`config.mk`:
```
export PLATFORM = sky130hd
export DESIGN_NAME = phys_step_scheduler_flat
export DESIGN_NICKNAME = d
export VERILOG_FILES = /design/src/rtl/phys_step_scheduler_if.sv /design/src/rtl/phys_step_scheduler.sv /design/src/flat_wrapper.sv
export SDC_FILE = /design/constraint.sdc
export NUM_CORES = 1
export LEC_CHECK = 0
export ABC_AREA = 1
export BUFFER_PORTS_ARGS = -buffer_cell sky130_fd_sc_hd__buf_4
export CORE_ASPECT_RATIO = 0.7
export CORE_MARGIN = 2
export CORE_UTILIZATION = 43
export DETAILED_ROUTE_END_ITERATION = 8
export SLEW_MARGIN = 20
export SYNTH_ARGS = -nofsm -noshare
export SYNTH_HDL_FRONTEND = slang
export SYNTH_SLANG_ARGS = --single-unit
```
`constraint.sdc`:
```
create_clock -name clk_in -period 17.9 [get_ports clk_in]
set_input_delay 1.79 -clock clk_in [delete_from_list [all_inputs] [get_ports clk_in]]
set_output_delay 1.79 -clock clk_in [all_outputs]
set_load 0.03 [all_outputs]
```
`src/rtl/phys_step_scheduler_if.sv`:
```
// Object-BRAM bus of phys_step_scheduler: read request, 2-cycle read return, write strobe.
// The master side is the scheduler; the slave side is the dual-port object memory.
`ifndef SF
`define SF 16
`endif
`ifndef DF_DEC
`define DF_DEC 8
`endif
`ifndef OBJ_DYN_WIDTH
`define OBJ_DYN_WIDTH (4*`SF)
`endif

interface phys_step_scheduler_if #(
  parameter int NUM_OBJ = 8
);
  localparam int AW = (NUM_OBJ > 1) ? $clog2(NUM_OBJ) : 1;

  logic                      rd_en_out;
  logic [AW-1:0]             rd_addr_out;
  logic [`OBJ_DYN_WIDTH-1:0] rd_data_in;
  logic                      wr_en_out;
  logic [AW-1:0]             wr_addr_out;
  logic [`OBJ_DYN_WIDTH-1:0] wr_data_out;

  modport master (
    output rd_en_out, rd_addr_out, wr_en_out, wr_addr_out, wr_data_out,
    input  rd_data_in
  );

  modport slave (
    input  rd_en_out, rd_addr_out, wr_en_out, wr_addr_out, wr_data_out,
    output rd_data_in
  );
endinterface

```
`src/rtl/phys_step_scheduler.sv`:
```
// One physics time step over all object records: read, integrate pos += vel*dt, write back.
// Optional macro PHYS_GRAVITY_EN also applies GRAVITY*dt to vel_y (explicit Euler).
`ifndef SF
`define SF 16
`endif
`ifndef DF_DEC
`define DF_DEC 8
`endif
`ifndef OBJ_DYN_WIDTH
`define OBJ_DYN_WIDTH (4*`SF)
`endif

module phys_step_scheduler #(
  parameter int                     NUM_OBJ = 8,
  parameter logic signed [`SF-1:0]  GRAVITY = 16'sd0
) (
  input  logic                       clk_in,
  input  logic                       rst_n_in,
  input  logic                       start_in,
  input  logic signed [`DF_DEC+1:0]  time_step_in,
  input  logic [NUM_OBJ-1:0]         active_mask_in,
  output logic                       busy_out,
  output logic                       done_out,
  phys_step_scheduler_if.master      bram
);
  localparam int AW = (NUM_OBJ > 1) ? $clog2(NUM_OBJ) : 1;
  localparam int SF = `SF;
  localparam int DF = `DF_DEC;
  localparam int PW = SF + DF + 2;
  localparam int RW = `OBJ_DYN_WIDTH;
  localparam logic [AW-1:0] LAST = AW'(NUM_OBJ - 1);

  typedef enum logic [2:0] {
    ST_IDLE    = 3'd0,
    ST_ISSUE   = 3'd1,
    ST_WAIT    = 3'd2,
    ST_CAPTURE = 3'd3,
    ST_CALC    = 3'd4,
    ST_WRITE   = 3'd5
  } state_t;

  state_t             state_r, state_s;
  logic [AW-1:0]      idx_r, idx_s;
  logic [NUM_OBJ-1:0] mask_r, mask_s;
  logic signed [DF+1:0] dt_r, dt_s;
  logic               finish_s;
  logic               rd_en_s;
  logic [RW-1:0]      rec_r;
  logic               rd_en_r, wr_en_r, busy_r, done_r;
  logic [AW-1:0]      rd_addr_r, wr_addr_r;
  logic [RW-1:0]      wr_data_r;
  logic signed [SF-1:0] px_s, py_s, vx_s, vy_s, npx_s, npy_s, nvy_s;

  // (rate * dt) >>> DF at full product width, floor rounding, truncated to SF bits.
  function automatic logic [SF-1:0] scaled(input logic signed [SF-1:0] rate,
                                           input logic signed [DF+1:0] dt);
    logic signed [PW-1:0] prod;
    logic signed [PW-1:0] shifted;
    prod    = $signed({{(PW-SF){rate[SF-1]}}, rate}) * $signed({{SF{dt[DF+1]}}, dt});
    shifted = prod >>> DF;
    return shifted[SF-1:0];
  endfunction

  assign {px_s, py_s, vx_s, vy_s} = rec_r;
  assign npx_s = px_s + scaled(vx_s, dt_r);
  assign npy_s = py_s + scaled(vy_s, dt_r);
`ifdef PHYS_GRAVITY_EN
  assign nvy_s = vy_s - scaled(GRAVITY, dt_r);
`else
  assign nvy_s = vy_s;
  logic unused_gravity_s;
  assign unused_gravity_s = ^GRAVITY;
`endif

  // Next-state and step bookkeeping; a start is refused during the done_out cycle.
  always_comb begin
    state_s  = state_r;
    idx_s    = idx_r;
    mask_s   = mask_r;
    dt_s     = dt_r;
    finish_s = 1'b0;
    case (state_r)
      ST_IDLE: begin
        if (start_in && !done_r) begin
          state_s = ST_ISSUE;
          idx_s   = '0;
          mask_s  = active_mask_in;
          dt_s    = time_step_in;
        end else begin
          state_s = ST_IDLE;
        end
      end
      ST_ISSUE: begin
        if (mask_r[idx_r]) begin
          state_s = ST_WAIT;
        end else if (idx_r == LAST) begin
          state_s  = ST_IDLE;
          finish_s = 1'b1;
        end else begin
          idx_s = idx_r + AW'(1);
        end
      end
      ST_WAIT:    state_s = ST_CAPTURE;
      ST_CAPTURE: state_s = ST_CALC;
      ST_CALC:    state_s = ST_WRITE;
      ST_WRITE: begin
        if (idx_r == LAST) begin
          state_s  = ST_IDLE;
          finish_s = 1'b1;
        end else begin
          state_s = ST_ISSUE;
          idx_s   = idx_r + AW'(1);
        end
      end
      default: state_s = ST_IDLE;
    endcase
  end

  assign rd_en_s = (state_s == ST_ISSUE) && mask_s[idx_s];

  // Control state plus outputs registered from the next state so they line up with it.
  always_ff @(posedge clk_in or negedge rst_n_in) begin
    if (!rst_n_in) begin
      state_r   <= ST_IDLE;
      idx_r     <= '0;
      mask_r    <= '0;
      dt_r      <= '0;
      rd_en_r   <= 1'b0;
      rd_addr_r <= '0;
      wr_en_r   <= 1'b0;
      wr_addr_r <= '0;
      busy_r    <= 1'b0;
      done_r    <= 1'b0;
    end else begin
      state_r   <= state_s;
      idx_r     <= idx_s;
      mask_r    <= mask_s;
      dt_r      <= dt_s;
      rd_en_r   <= rd_en_s;
      rd_addr_r <= rd_en_s ? idx_s : '0;
      wr_en_r   <= (state_s == ST_WRITE);
      wr_addr_r <= (state_s == ST_WRITE) ? idx_s : '0;
      busy_r    <= (state_s != ST_IDLE);
      done_r    <= finish_s;
    end
  end

  // Record capture (data returns two cycles after the read) and integrated result.
  always_ff @(posedge clk_in or negedge rst_n_in) begin
    if (!rst_n_in) begin
      rec_r     <= '0;
      wr_data_r <= '0;
    end else begin
      if (state_r == ST_CAPTURE) rec_r <= bram.rd_data_in;
      if (state_r == ST_CALC) wr_data_r <= {npx_s, npy_s, vx_s, nvy_s};
    end
  end

  assign bram.rd_en_out   = rd_en_r;
  assign bram.rd_addr_out = rd_addr_r;
  assign bram.wr_en_out   = wr_en_r;
  assign bram.wr_addr_out = wr_addr_r;
  assign bram.wr_data_out = wr_data_r;
  assign busy_out         = busy_r;
  assign done_out         = done_r;
endmodule
```
`src/flat_wrapper.sv`:
```
// flat-port wrapper written by rule: the top's interface ports become plain ports
module phys_step_scheduler_flat 
#(
  parameter int                     NUM_OBJ = 8,
  parameter logic signed [`SF-1:0]  GRAVITY = 16'sd0
)
  (clk_in, rst_n_in, start_in, time_step_in, active_mask_in, busy_out, done_out, bram_rd_en_out, bram_rd_addr_out, bram_wr_en_out, bram_wr_addr_out, bram_wr_data_out, bram_rd_data_in);
  phys_step_scheduler_if #(.NUM_OBJ(NUM_OBJ)) bram_i ();
  input  logic clk_in;
  input  logic rst_n_in;
  input  logic start_in;
  input  logic signed [`DF_DEC+1:0] time_step_in;
  input  logic [NUM_OBJ-1:0] active_mask_in;
  output logic busy_out;
  output logic done_out;
  output wire logic [$bits(bram_i.rd_en_out)-1:0] bram_rd_en_out;
  output wire logic [$bits(bram_i.rd_addr_out)-1:0] bram_rd_addr_out;
  output wire logic [$bits(bram_i.wr_en_out)-1:0] bram_wr_en_out;
  output wire logic [$bits(bram_i.wr_addr_out)-1:0] bram_wr_addr_out;
  output wire logic [$bits(bram_i.wr_data_out)-1:0] bram_wr_data_out;
  input wire logic [$bits(bram_i.rd_data_in)-1:0] bram_rd_data_in;
  assign bram_rd_en_out = bram_i.rd_en_out;
  assign bram_rd_addr_out = bram_i.rd_addr_out;
  assign bram_wr_en_out = bram_i.wr_en_out;
  assign bram_wr_addr_out = bram_i.wr_addr_out;
  assign bram_wr_data_out = bram_i.wr_data_out;
  assign bram_i.rd_data_in = bram_rd_data_in;
  phys_step_scheduler #(.NUM_OBJ(NUM_OBJ), .GRAVITY(GRAVITY)) u_core (.clk_in(clk_in), .rst_n_in(rst_n_in), .start_in(start_in), .time_step_in(time_step_in), .active_mask_in(active_mask_in), .busy_out(busy_out), .done_out(done_out), .bram(bram_i));
endmodule
```
## Word level (Yosys, flattened, before mapping)

Cells that the tools add are included.

| storage, ports and cells | value |
|---|---|
| memory bits (writable) | 0 |
| input port bits | 85 |
| memory bits (read-only) | 0 |
| output and inout bits | 74 |
| bits in latches | 0 |
| memories kept | 0 |
| register bits after elaboration | 162 |
| logic and storage cells | 53 |

| cells by class | value |
|---|---|
| shift-type cells | 0 |
| divide/modulo/power cells | 0 |
| multiply operators | 2 |
| multiplexer cells | 20 |
| add/sub/neg operators | 3 |
| equality and inequality tests | 8 |
| order comparisons | 2 |
| bitwise gates (word level) | 0 |
| reductions and logical operators | 6 |

Operator list:

| operator | number |
|---|---|
| multiplier 16 x 10 -> 24 bit | 2 |
| adder 16 bit | 2 |
| two-way mux 3 bit | 7 |
| one-hot mux 3 bit (6 select lines) | 1 |
| two-way mux 8 bit | 2 |
| == test 3 bit (second input constant) | 4 |
| one-hot mux 3 bit (3 select lines) | 1 |
| less-than comparator 3 x 4 -> 1 bit (second input constant) | 2 |
| binary-select mux 1 bit (select 3 bit) | 2 |
| == test 3 x 1 -> 1 bit (second input constant) | 2 |
| == test 3 x 2 -> 1 bit (second input constant) | 2 |
| two-way mux 1 bit | 6 |
| adder 3 x 1 -> 3 bit (second input constant) | 1 |
| zero test 3 bit | 1 |
| nonzero test 3 bit | 1 |
| logical AND 1 bit | 2 |
| one-hot mux 1 bit (2 select lines) | 1 |
| AND reduction 2 bit | 1 |
| zero test 1 bit | 1 |

## Longest topological paths before layout

| logic depth | value |
|---|---|
| depth after elaboration | 8 |
| depth in mapped cells | 34 |
| mapped depth without buffers | 32 |

## Least setup slack after synthesis

OpenSTA, ideal clock, no wires.

| path | value |
|---|---|
| path kind | register -> register |
| start | register u_core.dt_r[1] |
| end | register u_core.wr_data_r[45] (netlist: u_core.bram.wr_data_out[45]) |
| clock period less this slack | 6.119 ns |
| path slack | 11.781 ns |
| buffers on the path | 2 |
| arrival | 6.001 ns |
| library setup time | 0.118 ns |
| stages on the path, launching flop included | 30 |
| required time | 17.782 ns |
| cells stage by stage | dfrtp_1 -> clkbuf_1 -> buf_1 -> nand2_1 -> fa_1 -> fa_1 -> inv_1 -> fa_1 -> fa_1 -> inv_1 -> fa_1 -> inv_1 -> ha_1 -> a21oi_1 -> o21ai_0 -> nand2_1 -> nand3_1 -> a21o_1 -> nand3_1 -> nand2_1 -> xor2_1 -> ha_1 -> inv_1 -> o21ai_0 -> a31oi_1 -> nand3_1 -> a21o_1 -> or2_2 -> nand3_1 -> nand2_1 |

| between the ends | value |
|---|---|
| longest elaborated chain between the ends | 2 |

Ends and longest elaborated chain:

| what | line | source |
|---|---|---|
| start: declaration | phys_step_scheduler.sv:45 | `logic signed [DF+1:0] dt_r, dt_s;` |
| start signal: assignment | phys_step_scheduler.sv:138 | `dt_r <= dt_s;` |
| multiplier 16 x 10 -> 24 bit | phys_step_scheduler.sv:59 | `prod = $signed({{(PW-SF){rate[SF-1]}}, rate}) * $signed({{SF{dt[DF+1]}}, dt});` |
| adder 16 bit | phys_step_scheduler.sv:66 | `assign npy_s = py_s + scaled(vy_s, dt_r);` |
| end signal: assignment | phys_step_scheduler.sv:155 | `if (state_r == ST_CALC) wr_data_r <= {npx_s, npy_s, vx_s, nvy_s};` |
| end: declaration | phys_step_scheduler.sv:51 | `logic [RW-1:0] wr_data_r;` |

Every way passes these cells.
A chain may end at the register's enable or synchronous reset.

## Worst setup path in the final report

| path | value |
|---|---|
| start | register u_core.dt_r[9] |
| end | register u_core.wr_data_r[63] (netlist: u_core.bram.wr_data_out[63]) |

| between the ends | value |
|---|---|
| longest elaborated chain between the ends | 2 |

Ends and longest elaborated chain:

| what | line | source |
|---|---|---|
| multiplier 16 x 10 -> 24 bit | phys_step_scheduler.sv:59 |  |
| adder 16 bit | phys_step_scheduler.sv:65 | `assign npx_s = px_s + scaled(vx_s, dt_r);` |

Every way passes these cells.

==> out/summary.txt <==
cts bufs inserted -> 17
share of cells above drive strength 1 -> 11.7%
Post-synth EDFFs -> 0
final net count -> 2886
ys flop type -> dfrtp_1
Hold Path End -> u_core.bram.wr_data_out[32]
Synth cell types -> 44
Placer Congestion -> 0.861
die area -> 0.0456 sq mm
initial antenna violation count -> 0
aggregate global-route resource usage -> 21.8%
Post-CTS Hold Buffers -> 0
status -> completed
CTS Buffer Depth -> 2
number of global-route vias before repair -> 15.6k
top-area cell type share of the netlist area -> 27.6%
setup repair after global routing missed its margin -> no
R2R Setup Slk -> 10.92 ns
clock tree root driver cell -> clkbuf_16
FF+latch count, synth -> 162
largest cells by area after synthesis -> fa_1 28%, dfrtp_1 21%, inv_1 11%
Vias -> 14.6k
Post-route DRC -> 0
synthesized area per cell -> 8.18 sq um
synthesized netlist cell count -> 2306
xor and xnor area share after synthesis -> 2.83%
path type of the worst setup path -> flip-flop to flip-flop
simple-gate share of the synthesized area -> 16.3%
Hold Crit Class -> flip-flop to flip-flop
Final min period -> 6.98 ns
Fin Setup TNS -> 0 ns
hold path start -> u_core.bram.wr_data_out[32]
Worst R2R End -> u_core.bram.wr_data_out[63]
Mapped Nets -> 2791
final period utilization -> 39.0%
Synthesis Warnings -> 0
IO buf count -> 158
total grt overflow -> 0
H-Tree Level Count -> 4
post-synthesis sequential area ratio -> 21.5%
Mapped Area -> 0.0189 sq mm
DR WL/cell -> 15.2 um
slowest stage cell, crit path -> dfrtp_1
critical path's largest stage delay -> 0.65 ns
pins over their slew limit -> 0
crit end category -> flip-flop
commonest non-fill, non-tap cell in the layout -> inv_1
WHS Path Cells -> 2
Starting Density -> 43.4%
IO Pins -> 159
later-pin clock latency in the skew report -> 0.47 ns
Max-slew headroom -> 29.2%
# diodes -> 0
Critical Path Source Type -> flip-flop
most frequent cells in the layout -> 544 x inv_1, 534 x nand2_1, 260 x fa_1
DR vias/cell -> 4.87
core area -> 0.0435 sq mm
Routed WL -> 45900 um
CTS Sinks -> 162
Detail Placement HPWL -> 36500 um
Final Hold Viols -> 0
critical path peak fanout -> 13
most used cell, CP -> fa_1
Clock Skew -> 0.0272 ns
Resized cells post-CTS -> 0
Critical Path RT -> 18.24 ns
DR pass1 iterations -> 5
Post-Synth Adder-Cell Area -> 36.9%
mux contribution to synthesized area -> 2.27%
Initial DRC Count -> 710
critical path arrival -> 7.32 ns
largest area contributor in the netlist -> fa_1
Syn-to-layout area delta -> 11.9%
compound-gate portion of the synthesized area -> 7.24%
largest net degree at the start of global routing -> 111
Final setup viols -> 0
num rows -> 64
chip height -> 179 um
FMAX -> 143 MHz
RR Startpoint -> u_core.dt_r[9]
Post-CTS Setup Inserts -> 0
ys async rst share -> 100%
max-cap violation count -> 0
worst reg2reg path depth -> 29
Die Wd -> 254 um
largest family of logic cells by synthesized area -> adder cells
first-pass GRT wire length -> 77700 um
Worst Max-Slew Pin Slew -> 1.06 ns
Clock Pin Slew Worst Setup and Hold Paths -> 0.07 ns
TritonCTS clock tree -> yes
Final ANT Viol Nets -> 0
## worst max-delay path: cells and delay by family (launching register included)
family	cells	cell delay, ns
AO/OA/AOI/OAI	4	0.76
buffers and inverters	4	0.76
XOR/XNOR	1	0.15
adder cells (fa/ha/maj)	7	3.07
AND/OR/NAND/NOR	13	1.47
flip-flops	1	0.65
## flip-flops by register name (all words and copies together), names as in the netlist
name                     flops
u_core.dt_r                 10
u_core.bram.wr_addr_out      3
u_core.idx_r                 3
u_core.bram.rd_en_out        1
u_core.bram.wr_data_out     64
u_core.busy_out              1
u_core.done_out              1
u_core.mask_r                8
u_core.bram.rd_addr_out      3
u_core.rec_r                64
u_core.bram.wr_en_out        1
u_core.state_r               3
## routing by layer
| layer | track usage (%) | wire (um) |
|---|---|---|
| met1 | 27.1 | 19700 |
| met5 | 0 | 0 |
| met4 | 6.45 | 1080 |
| met3 | 3.34 | 1560 |
| met2 | 39.0 | 23500 |
## through the flow
| step | hold WS [ns] | worst slack [ns] | instances | util (%) | area [sq um] |
|---|---|---|---|---|---|
| floorplan | 0.486 | 11.78 | 2306 | - | 18900 |
| global placement | 0.473 | 10.99 | 2976 | 47.2 | 20500 |
| detailed placement | 0.474 | 11.00 | 2976 | 47.2 | 20500 |
| CTS | 0.490 | 10.94 | 3008 | 48.5 | 21100 |
| global route | 0.521 | 10.38 | 3008 | 48.5 | 21100 |
| finish | 0.487 | 10.92 | 3008 | 48.5 | 21100 |
## synth_stat cells (3+ instances only)
master	instances
inv_1	544
nand2_1	535
fa_1	260
dfrtp_1	162
ha_1	140
nor2_1	109
a21oi_1	106
o21ai_0	88
clkbuf_1	75
nand3_1	53
mux2_2	38
xor2_1	36
xnor2_1	25
a21o_1	18
buf_2	13
nand2_2	12
a31oi_1	11
inv_2	7
nand3_2	7
nor3_1	7
nand4_1	6
o31ai_1	6
nor4_1	5
o21ai_1	5
buf_1	4
or2_2	4
a21boi_0	3
buf_4	3
o21a_1	3
o21bai_1	3
## final cells by class
| cell class | count | area, sq um |
|---|---|---|
| Sequential cell | 162 | 4050 |
| Clock buffer | 17 | 425 |
| Clock inverter | 15 | 145 |
| Tap cell | 594 | 743 |
| Multi-Input combinational cell | 1497 | 12400 |
| Inverter | 552 | 2070 |
| Timing Repair Buffer | 171 | 1290 |
| Fill cell | 4225 | 22400 |
## logic make-up (layout without fill, tap and decap cells)
group           after synthesis  count (layout)
fa+ha+maj                   400             400
compound gates              249             249
mux                          38              38
xor+xnor                     61              61
flops                       162             162
buf+inv                     647             755
simple gates                749             749
## worst max-delay path by stage
stage                    from                     endpoint  slack, ns  cells past startpoint
2_1_floorplan  u_core.dt_r[1]  u_core.bram.wr_data_out[45]      11.78                     29
3_3_place_gp   u_core.dt_r[9]  u_core.bram.wr_data_out[63]      10.99                     29
3_5_place_dp   u_core.dt_r[4]  u_core.bram.wr_data_out[61]      11.00                     27
4_1_cts        u_core.dt_r[9]  u_core.bram.wr_data_out[63]      10.94                     29
5_1_grt        u_core.dt_r[4]  u_core.bram.wr_data_out[63]      10.38                     29
6_report       u_core.dt_r[9]  u_core.bram.wr_data_out[63]      10.92                     29
Power is left out: the tool's default activity adds up to more than one toggle a clock period on the data nets, which glitch-free logic cannot reach.
